### src/rtl/matrix_pkg.sv
// Shared definitions for the UART matrix link: frame marker, element count,
// counter width and the receive FSM state type.
package matrix_pkg;

  localparam int DEF_ROWS = 2;
  localparam int DEF_COLS = 2;
  localparam int N_ELEM   = DEF_ROWS * DEF_COLS;
  localparam int CNT_W    = $clog2(N_ELEM) + 1;

  localparam logic [7:0] START_BYTE = 8'hA5;

  typedef enum logic [2:0] {
    IDLE,
    LOAD_A,
    LOAD_B,
    CHECK,
    DONE
  } rx_state_t;

endpackage

### src/rtl/rx_edge_sync.sv
// Two-flop synchroniser followed by a registered rising-edge pulse.
// Input rise to pulse high is three clock edges.
module rx_edge_sync (
  input  logic bclk,
  input  logic rst,
  input  logic din,
  output logic pulse
);

  logic sync_p0;
  logic sync_p1;
  logic sync_p2;

  always_ff @(posedge bclk or posedge rst) begin
    if (rst) begin
      sync_p0 <= 1'b0;
      sync_p1 <= 1'b0;
      sync_p2 <= 1'b0;
      pulse   <= 1'b0;
    end else begin
      sync_p0 <= din;
      sync_p1 <= sync_p0;
      sync_p2 <= sync_p1;
      pulse   <= sync_p1 & ~sync_p2;
    end
  end

endmodule

### src/rtl/rx_to_mem.sv
// Receives a framed byte stream (START, A elements, B elements) and writes the
// elements into the A/B operand memories. Define RX_CHECKSUM_EN for a trailing
// mod-256 checksum byte checked before load_done.
module rx_to_mem
  import matrix_pkg::*;
#(
  parameter int          ROWS       = 2,
  parameter int          COLS       = 2,
  parameter int          DW         = 8,
  parameter int          AW         = 6,
  parameter logic [DW-1:0] START_BYTE = matrix_pkg::START_BYTE
) (
  input  logic          bclk,
  input  logic          rst,
  input  logic          rx_status,
  input  logic [DW-1:0] rx_byte,
  input  logic          abort,
  output logic          wr_en_a,
  output logic          wr_en_b,
  output logic [AW-1:0] wr_addr,
  output logic [DW-1:0] wr_data,
  output logic          busy,
  output logic          load_done,
  output logic          frame_err
);

  localparam int ELEMS = ROWS * COLS;
  localparam int CW    = $clog2(ELEMS) + 1;

  logic          byte_evt;
  rx_state_t     state_q, state_d;
  logic [CW-1:0] cnt_q, cnt_d;
  logic          wr_a_d, wr_b_d;
  logic [AW-1:0] addr_d;
  logic [DW-1:0] data_d;
  logic          busy_d, done_d, err_d;
  logic          last_elem;
`ifdef RX_CHECKSUM_EN
  logic [DW-1:0] sum_q, sum_d;
`endif

  rx_edge_sync u_sync (
    .bclk  (bclk),
    .rst   (rst),
    .din   (rx_status),
    .pulse (byte_evt)
  );

  assign last_elem = (cnt_q == CW'(ELEMS - 1));

  always_comb begin
    state_d = state_q;
    cnt_d   = cnt_q;
    wr_a_d  = 1'b0;
    wr_b_d  = 1'b0;
    addr_d  = wr_addr;
    data_d  = wr_data;
    busy_d  = busy;
    done_d  = 1'b0;
    err_d   = frame_err;
`ifdef RX_CHECKSUM_EN
    sum_d   = sum_q;
`else
    // A new byte landing while the previous strobe is still out is an overrun.
    if (byte_evt && (wr_en_a || wr_en_b)) err_d = 1'b1;
`endif

    case (state_q)
      IDLE: begin
        if (byte_evt && rx_byte == START_BYTE) begin
          state_d = LOAD_A;
          cnt_d   = '0;
          busy_d  = 1'b1;
          err_d   = 1'b0;
`ifdef RX_CHECKSUM_EN
          sum_d   = '0;
`endif
        end
      end
      LOAD_A, LOAD_B: begin
        if (byte_evt) begin
          wr_a_d = (state_q == LOAD_A);
          wr_b_d = (state_q == LOAD_B);
          addr_d = AW'(cnt_q);
          data_d = rx_byte;
`ifdef RX_CHECKSUM_EN
          sum_d  = sum_q + rx_byte;
`endif
          if (last_elem) begin
            cnt_d = '0;
            if (state_q == LOAD_A) begin
              state_d = LOAD_B;
            end else begin
`ifdef RX_CHECKSUM_EN
              state_d = CHECK;
`else
              state_d = DONE;
`endif
            end
          end else begin
            cnt_d = cnt_q + 1'b1;
          end
        end
      end
      CHECK: begin
`ifdef RX_CHECKSUM_EN
        if (byte_evt) begin
          if (rx_byte == sum_q) begin
            state_d = DONE;
          end else begin
            state_d = IDLE;
            busy_d  = 1'b0;
            err_d   = 1'b1;
          end
        end
`else
        state_d = IDLE;
        busy_d  = 1'b0;
`endif
      end
      DONE: begin
        done_d  = 1'b1;
        busy_d  = 1'b0;
        state_d = IDLE;
      end
      default: begin
        state_d = IDLE;
        busy_d  = 1'b0;
      end
    endcase

    // Abort overrides everything, including a byte arriving in the same cycle.
    if (abort) begin
      state_d = IDLE;
      cnt_d   = '0;
      wr_a_d  = 1'b0;
      wr_b_d  = 1'b0;
      busy_d  = 1'b0;
      done_d  = 1'b0;
      err_d   = frame_err;
    end
  end

  always_ff @(posedge bclk or posedge rst) begin
    if (rst) begin
      state_q   <= IDLE;
      cnt_q     <= '0;
      wr_en_a   <= 1'b0;
      wr_en_b   <= 1'b0;
      wr_addr   <= '0;
      wr_data   <= '0;
      busy      <= 1'b0;
      load_done <= 1'b0;
      frame_err <= 1'b0;
`ifdef RX_CHECKSUM_EN
      sum_q     <= '0;
`endif
    end else begin
      state_q   <= state_d;
      cnt_q     <= cnt_d;
      wr_en_a   <= wr_a_d;
      wr_en_b   <= wr_b_d;
      wr_addr   <= addr_d;
      wr_data   <= data_d;
      busy      <= busy_d;
      load_done <= done_d;
      frame_err <= err_d;
`ifdef RX_CHECKSUM_EN
      sum_q     <= sum_d;
`endif
    end
  end

endmodule

### config.mk
export PLATFORM = sky130hd
export DESIGN_NAME = rx_to_mem
export DESIGN_NICKNAME = d
export VERILOG_FILES = /design/src/rtl/matrix_pkg.sv /design/src/rtl/rx_edge_sync.sv /design/src/rtl/rx_to_mem.sv
export SDC_FILE = /design/constraint.sdc
export NUM_CORES = 1
export LEC_CHECK = 0
export CAP_MARGIN = 30
export CORE_UTILIZATION = 47
export CTS_BUF_LIST = sky130_fd_sc_hd__clkbuf_8
export CTS_CLUSTER_SIZE = 28
export DETAILED_ROUTE_END_ITERATION = 12
export PLACE_DENSITY = 0.86
export SLEW_MARGIN = 20
export SYNTH_ARGS = -nofsm -noshare
export SYNTH_HDL_FRONTEND = slang
export SYNTH_SLANG_ARGS = --single-unit
### constraint.sdc
create_clock -name bclk -period 1.66 [get_ports bclk]
set_input_delay 0.249 -clock bclk [delete_from_list [all_inputs] [get_ports bclk]]
set_output_delay 0.249 -clock bclk [all_outputs]
set_load 0.1 [all_outputs]
# ---- After elaboration in Yosys (flattened, before gate mapping)
# Cells that the tools add are included.
dict set report totals {
  regBits 26
  in_bits 12
  output_inout_bits 19
  word_cells 60
}
dict set report classes {
  addsub 1
  eq_ne 9
  mux 25
  n_bitwise 2
  n_reduce_logical 10
}
# op n
set op_table {}
lappend op_table {{3-bit two-way mux} 9}
lappend op_table {{1-bit two-way mux} 13}
lappend op_table {{3-bit case mux with 2 select lines} 2}
lappend op_table {{8-bit == test, second input constant} 1}
lappend op_table {{3-bit by 2-bit == test with 1-bit output, second input constant} 2}
lappend op_table {{3-bit != test, second input constant} 2}
lappend op_table {{3-bit AND reduction} 2}
lappend op_table {{2-bit AND reduction} 2}
lappend op_table {{3-bit by 1-bit adder with 3-bit output, second input constant} 1}
lappend op_table {{3-bit by 1-bit == test with 1-bit output, second input constant} 1}
lappend op_table {{3-bit == test, second input constant} 1}
lappend op_table {{3-bit logical NOT} 1}
lappend op_table {{3-bit by 2-bit != test with 1-bit output, second input constant} 1}
lappend op_table {{3-bit nonzero test} 1}
lappend op_table {{1-bit logical AND} 2}
lappend op_table {{2-bit != test, second input constant} 1}
lappend op_table {{1-bit case mux with 2 select lines} 1}
lappend op_table {{2-bit OR reduction} 1}
lappend op_table {{1-bit AND} 1}
lappend op_table {{1-bit logical OR} 1}
lappend op_table {{1-bit inverter} 1}

# ---- Logic depth before layout (Yosys ltp)
dict set report logic_depth {
  word_depth 6
  ltp_mapped 5
}

# ---- Cells and area by module
# From an unflattened synthesis, not the netlist that was laid out.
dict set report hier_totals {
  cells_unflattened 93
  area_unflattened_um2 1189.9
}
# module instances cells_each area_each_um2 seq_area_each_um2
set by_module_without_submodules {}
lappend by_module_without_submodules {rx_to_mem 1 87 1072.3 550.5}
lappend by_module_without_submodules {rx_edge_sync 1 6 117.6 100.1}

# ---- Worst setup path before layout
# Ideal clock, no wire load.
dict set report synth_path {
  path_kind {reg2reg}
  start {register, netlist name busy}
  end {register busy}
  setup_time_ps 111
  t_arrival_ps 1411
  t_required_ps 1549
  slack_ps 138
  stages_incl_launch_ff 3
  period_less_slack_ps 1522
  path_cell_list {dfrtp_1 -> nand2b_1 -> a2111oi_2}
}
# element line_no
set synth_lines {}
lappend synth_lines {{end signal: assignment} rx_to_mem.sv:165} ;# busy <= busy_d;
lappend synth_lines {{end: declaration} rx_to_mem.sv:22} ;# output logic busy,

# ---- Final worst setup path
dict set report layout_path {
  start {input rx_byte[4]}
  end {register cnt_q[0]}
}
dict set report layout_via {
  elab_chain_cells 4
}
# element line_no
set layout_rtl {}
lappend layout_rtl {{start: declaration} rx_to_mem.sv:16} ;# input logic [DW-1:0] rx_byte,
lappend layout_rtl {{8-bit == test} rx_to_mem.sv:70} ;# if (byte_evt && rx_byte == START_BYTE) begin
lappend layout_rtl {{1-bit logical AND} rx_to_mem.sv:70}
lappend layout_rtl {{3-bit != test (no source line)} -}
lappend layout_rtl {{3-bit AND reduction (no source line)} -}
lappend layout_rtl {{end signal: assignment} rx_to_mem.sv:160} ;# cnt_q <= cnt_d;
lappend layout_rtl {{end: declaration} rx_to_mem.sv:32} ;# logic [CW-1:0] cnt_q, cnt_d;
# No other way between the ends.
# A chain may end at the register's enable or synchronous reset.

==> impl_metrics.py <==
metrics = {
    "status": {
        "status": "completed",
    },
    "routing": {
        "routed_wl_mm": 2.78,
        "detail_route.iter0.violations": 8,
        "post-route-drc-count": 0,
        "route.vias.total": 858,
        "met1Wirelength_mm": 1.08,
        "wl_met2_mm": 1.56,
        "avgRoutedWirePerCell_um": 17.8,
        "postRouteAntennaNets": 0,
        "dr_wl_met3_um": 64,
        "first_pass_iters": 4,
        "vias_per_cell": 5.50,
        "topRoutingLayerUsed": "met4",
    },
    "timing": {
        "timing_max_transition_violations_final": 0,
        "layout_min_cycle_time_ps": 1620,
        "setup_tns_ps": 0,
        "rsz0062_at_grt": "true",
        "clock_skew_ps": 1.98,
        "fin_hold_ws_ps": 326,
        "fmaxAchievable_mhz": 617,
        "final_hold_viol_count": 0,
        "layout_worst_path_cycle_share_pct": 97.7,
        "worst_slack_ps": 38.5,
        "final-setup-viol-count": 0,
    },
    "finish": {
        "final_stage_net_count": 142,
        "antenna_cells": 0,
        "drive_above_1_share_pct": 41.4,
        "layout_area_growth_over_synthesis_pct": 50.6,
    },
    "global_route": {
        "global_route_wire_length_before_repair_mm": 4.60,
        "grt_pass1_vias": 959,
        "globalRouteOverflowTotal": 0,
        "grt_max_degree": 27,
        "groute.usage.overall_pct": 23.9,
        "grt_antenna_before_repair": 0,
    },
    "logic_synthesis": {
        "synth_enable_flop_cells": 0,
        "synth_top_area_share_pct": 55.8,
        "yosysWarningCount": 0,
        "ys_dominant_reg_cell": "sky130_fd_sc_hd__dfrtp_1",
        "synth_area_leader_cell": "sky130_fd_sc_hd__dfrtp_1",
        "post_synth_design_cell_area_sq_um": 1170,
        "synthesis.instances": 90,
        "synth.most_common_cell": "sky130_fd_sc_hd__dfrtp_1",
        "number_of_storage_elements_in_the_synthesis_netlist": 26,
        "avgSynthCellArea_sq_um": 13.0,
        "postSynth.asyncResetShare_pct": 100,
        "yosysUniqueCellTypes": 31,
        "synth.area.top_cells": "sky130_fd_sc_hd__dfrtp_1 (56%), sky130_fd_sc_hd__mux2_2 (11%), sky130_fd_sc_hd__nor3_1 (2.6%)",
        "sequential_cell_area_fraction_in_the_yosys_report_pct": 55.8,
        "synth_top_cells_by_count": "sky130_fd_sc_hd__dfrtp_1 (26), sky130_fd_sc_hd__mux2_2 (11), sky130_fd_sc_hd__nor3_1 (6), sky130_fd_sc_hd__nor2_1 (5), sky130_fd_sc_hd__buf_4 (4)",
    },
    "worst_setup_path": {
        "timing.critical_path.arrival_ps": 1780,
        "worst-endpoint-required_ps": 1820,
        "critical_path_buf_inv_count": 1,
        "crit_family": "compound AO/OA/AOI/OAI gates",
        "timing.reg2reg.setup_slack_ps": 90,
        "crit_chain": "clkdlybuf4s50_1 > nand4bb_4 > o31ai_2 > o311a_2 > mux2_4",
        "worst_setup_path_category": "input pin to flop",
        "end_kind": "flop",
        "crit_slowest_cell": "sky130_fd_sc_hd__clkdlybuf4s50_1",
        "critical_path_peak_fanout": 3,
        "max_stage_delay_ps": 430,
        "cp-start-kind": "input pin",
    },
    "power": {
        "peakVddDrop_v": 0.000618,
        "p_leak_nw": 0.790,
        "pwr_density_cell_nw_per_um2": 788,
    },
    "floorplanning": {
        "core-area_sq_um": 2280,
        "std_cell_rows": 17,
        "initial_core_utilization_pct": 51.2,
        "dieArea_sq_um": 2680,
        "top_level_ports": 31,
        "die_height_um": 51.8,
        "die_w_um": 51.8,
    },
    "job": {
        "max_cap_violations": 0,
    },
    "clock_tree": {
        "clock_sink_count": 26,
        "clock_tree.buffer_depth": 2,
        "cts.root.buffer_cell": "sky130_fd_sc_hd__clkbuf_8",
        "cts-buffers-inserted": 3,
        "number_of_h_tree_branching_levels": 1,
        "clkSlewWorstSetupHoldPaths_ps": 90,
        "tritoncts": "done",
        "number_of_hold_buffers_added_after_cts": 0,
        "clk_latency_ps": 270,
    },
    "hold_path": {
        "min-delay-path-class": "input pin to async pin",
    },
    "placement": {
        "dp.final_hpwl_mm": 1.95,
        "gpl.final_weighted_congestion": 0.849,
        "pre_cts_slack_ps": -209,
        "place.port_buffers": 27,
    },
}
-- where the power goes --
| part | total, mW | internal, mW | leakage [nW] | switching, mW |
|---|---|---|---|---|
| logic | 0.205 | 0.0770 | 0.404 | 0.128 |
| clock network | 0.522 | 0.322 | 0.0357 | 0.199 |
| registers | 0.657 | 0.645 | 0.350 | 0.0115 |
-- logic make-up (layout without fill, tap and decap cells) --
family / count (synthesis) / count (layout) / synth area share [%]
compound gates: 8 / 8 / 5.79
xor+xnor: 1 / 1 / 0.751
fa+ha+maj: 1 / 1 / 1.07
buf+inv: 10 / 46 / 5.79
flops: 26 / 26 / 55.8
mux: 13 / 13 / 13.2
other cells: 1 / 3 / 0.322
simple gates: 30 / 30 / 17.3
-- worst paths after layout --
path,from,end,cells past startpoint
hold reg to reg,u_sync.sync_p0$_DFF_PP0_,u_sync.sync_p1$_DFF_PP0_,0
hold / removal,rst,wr_addr[0]$_DFFE_PP0P_,3
max in group asynchronous,rst,state_q[0]$_DFFE_PP0P_,3
min in group bclk,u_sync.sync_p0$_DFF_PP0_,u_sync.sync_p1$_DFF_PP0_,0
setup reg to reg,state_q[2]$_DFFE_PP0P_,cnt_q[2]$_DFFE_PP0P_,6
setup / recovery,rx_byte[4],cnt_q[0]$_DFFE_PP0P_,5
-- per-stage QoR --
stage	cells	instance area, sq um	utilization (%)	power, mW
2_1_floorplan	92	1170	-	0.788
3_3_place_gp	151	1670	73.2	0.864
3_5_place_dp	151	1670	73.2	0.870
4_1_cts	156	1760	77.1	1.39
5_1_grt	156	1760	77.2	1.42
6_report	156	1760	77.2	1.38
-- worst min-delay path: stages --
cell and delay [ps]:
sky130_fd_sc_hd__clkdlybuf4s50_1 400, sky130_fd_sc_hd__inv_1 50, sky130_fd_sc_hd__buf_4 300
-- layout by cell type (no fill, tap or decap), types with 5 or more instances in the layout --
master / instances
sky130_fd_sc_hd__buf_4: 12
sky130_fd_sc_hd__nor3_1: 6
sky130_fd_sc_hd__clkdlybuf4s50_1: 11
sky130_fd_sc_hd__buf_12: 16
sky130_fd_sc_hd__dfrtp_1: 25
sky130_fd_sc_hd__mux2_2: 11
sky130_fd_sc_hd__nor2_1: 5
-- registers in the layout (all words and copies together), names as in the netlist --
name	count
u_sync.sync_p1	1
u_sync.sync_p2	1
wr_en_b	1
u_sync.sync_p0	1
u_sync.pulse	1
wr_addr	3
wr_en_a	1
state_q	3
busy	1
cnt_q	3
wr_data	8
frame_err	1
load_done	1
-- metal layers --
metal	vias up	global-route usage (%)
li1	383	-
met1	446	27.7
met2	23	44.2
met3	6	1.75
met4	0	11.3
met5	-	0
-- layout make-up --
type,count,area (sq um)
Sequential cell,26,652
Timing Repair Buffer,39,520
Fill cell,132,519
Multi-Input combinational cell,56,467
Clock buffer,3,41.3
Tap cell,28,35.0
Clock inverter,1,30.0
Inverter,3,11.3
-- repair_timing --
item | 4_1_cts | 5_1_grt
resized for setup | 2 | 1
setup buffers | 1 | 0
endpoints found under the setup margin | 2 | 4
pin swaps | 1 | 1
Power figures use the tool's default switching activity.
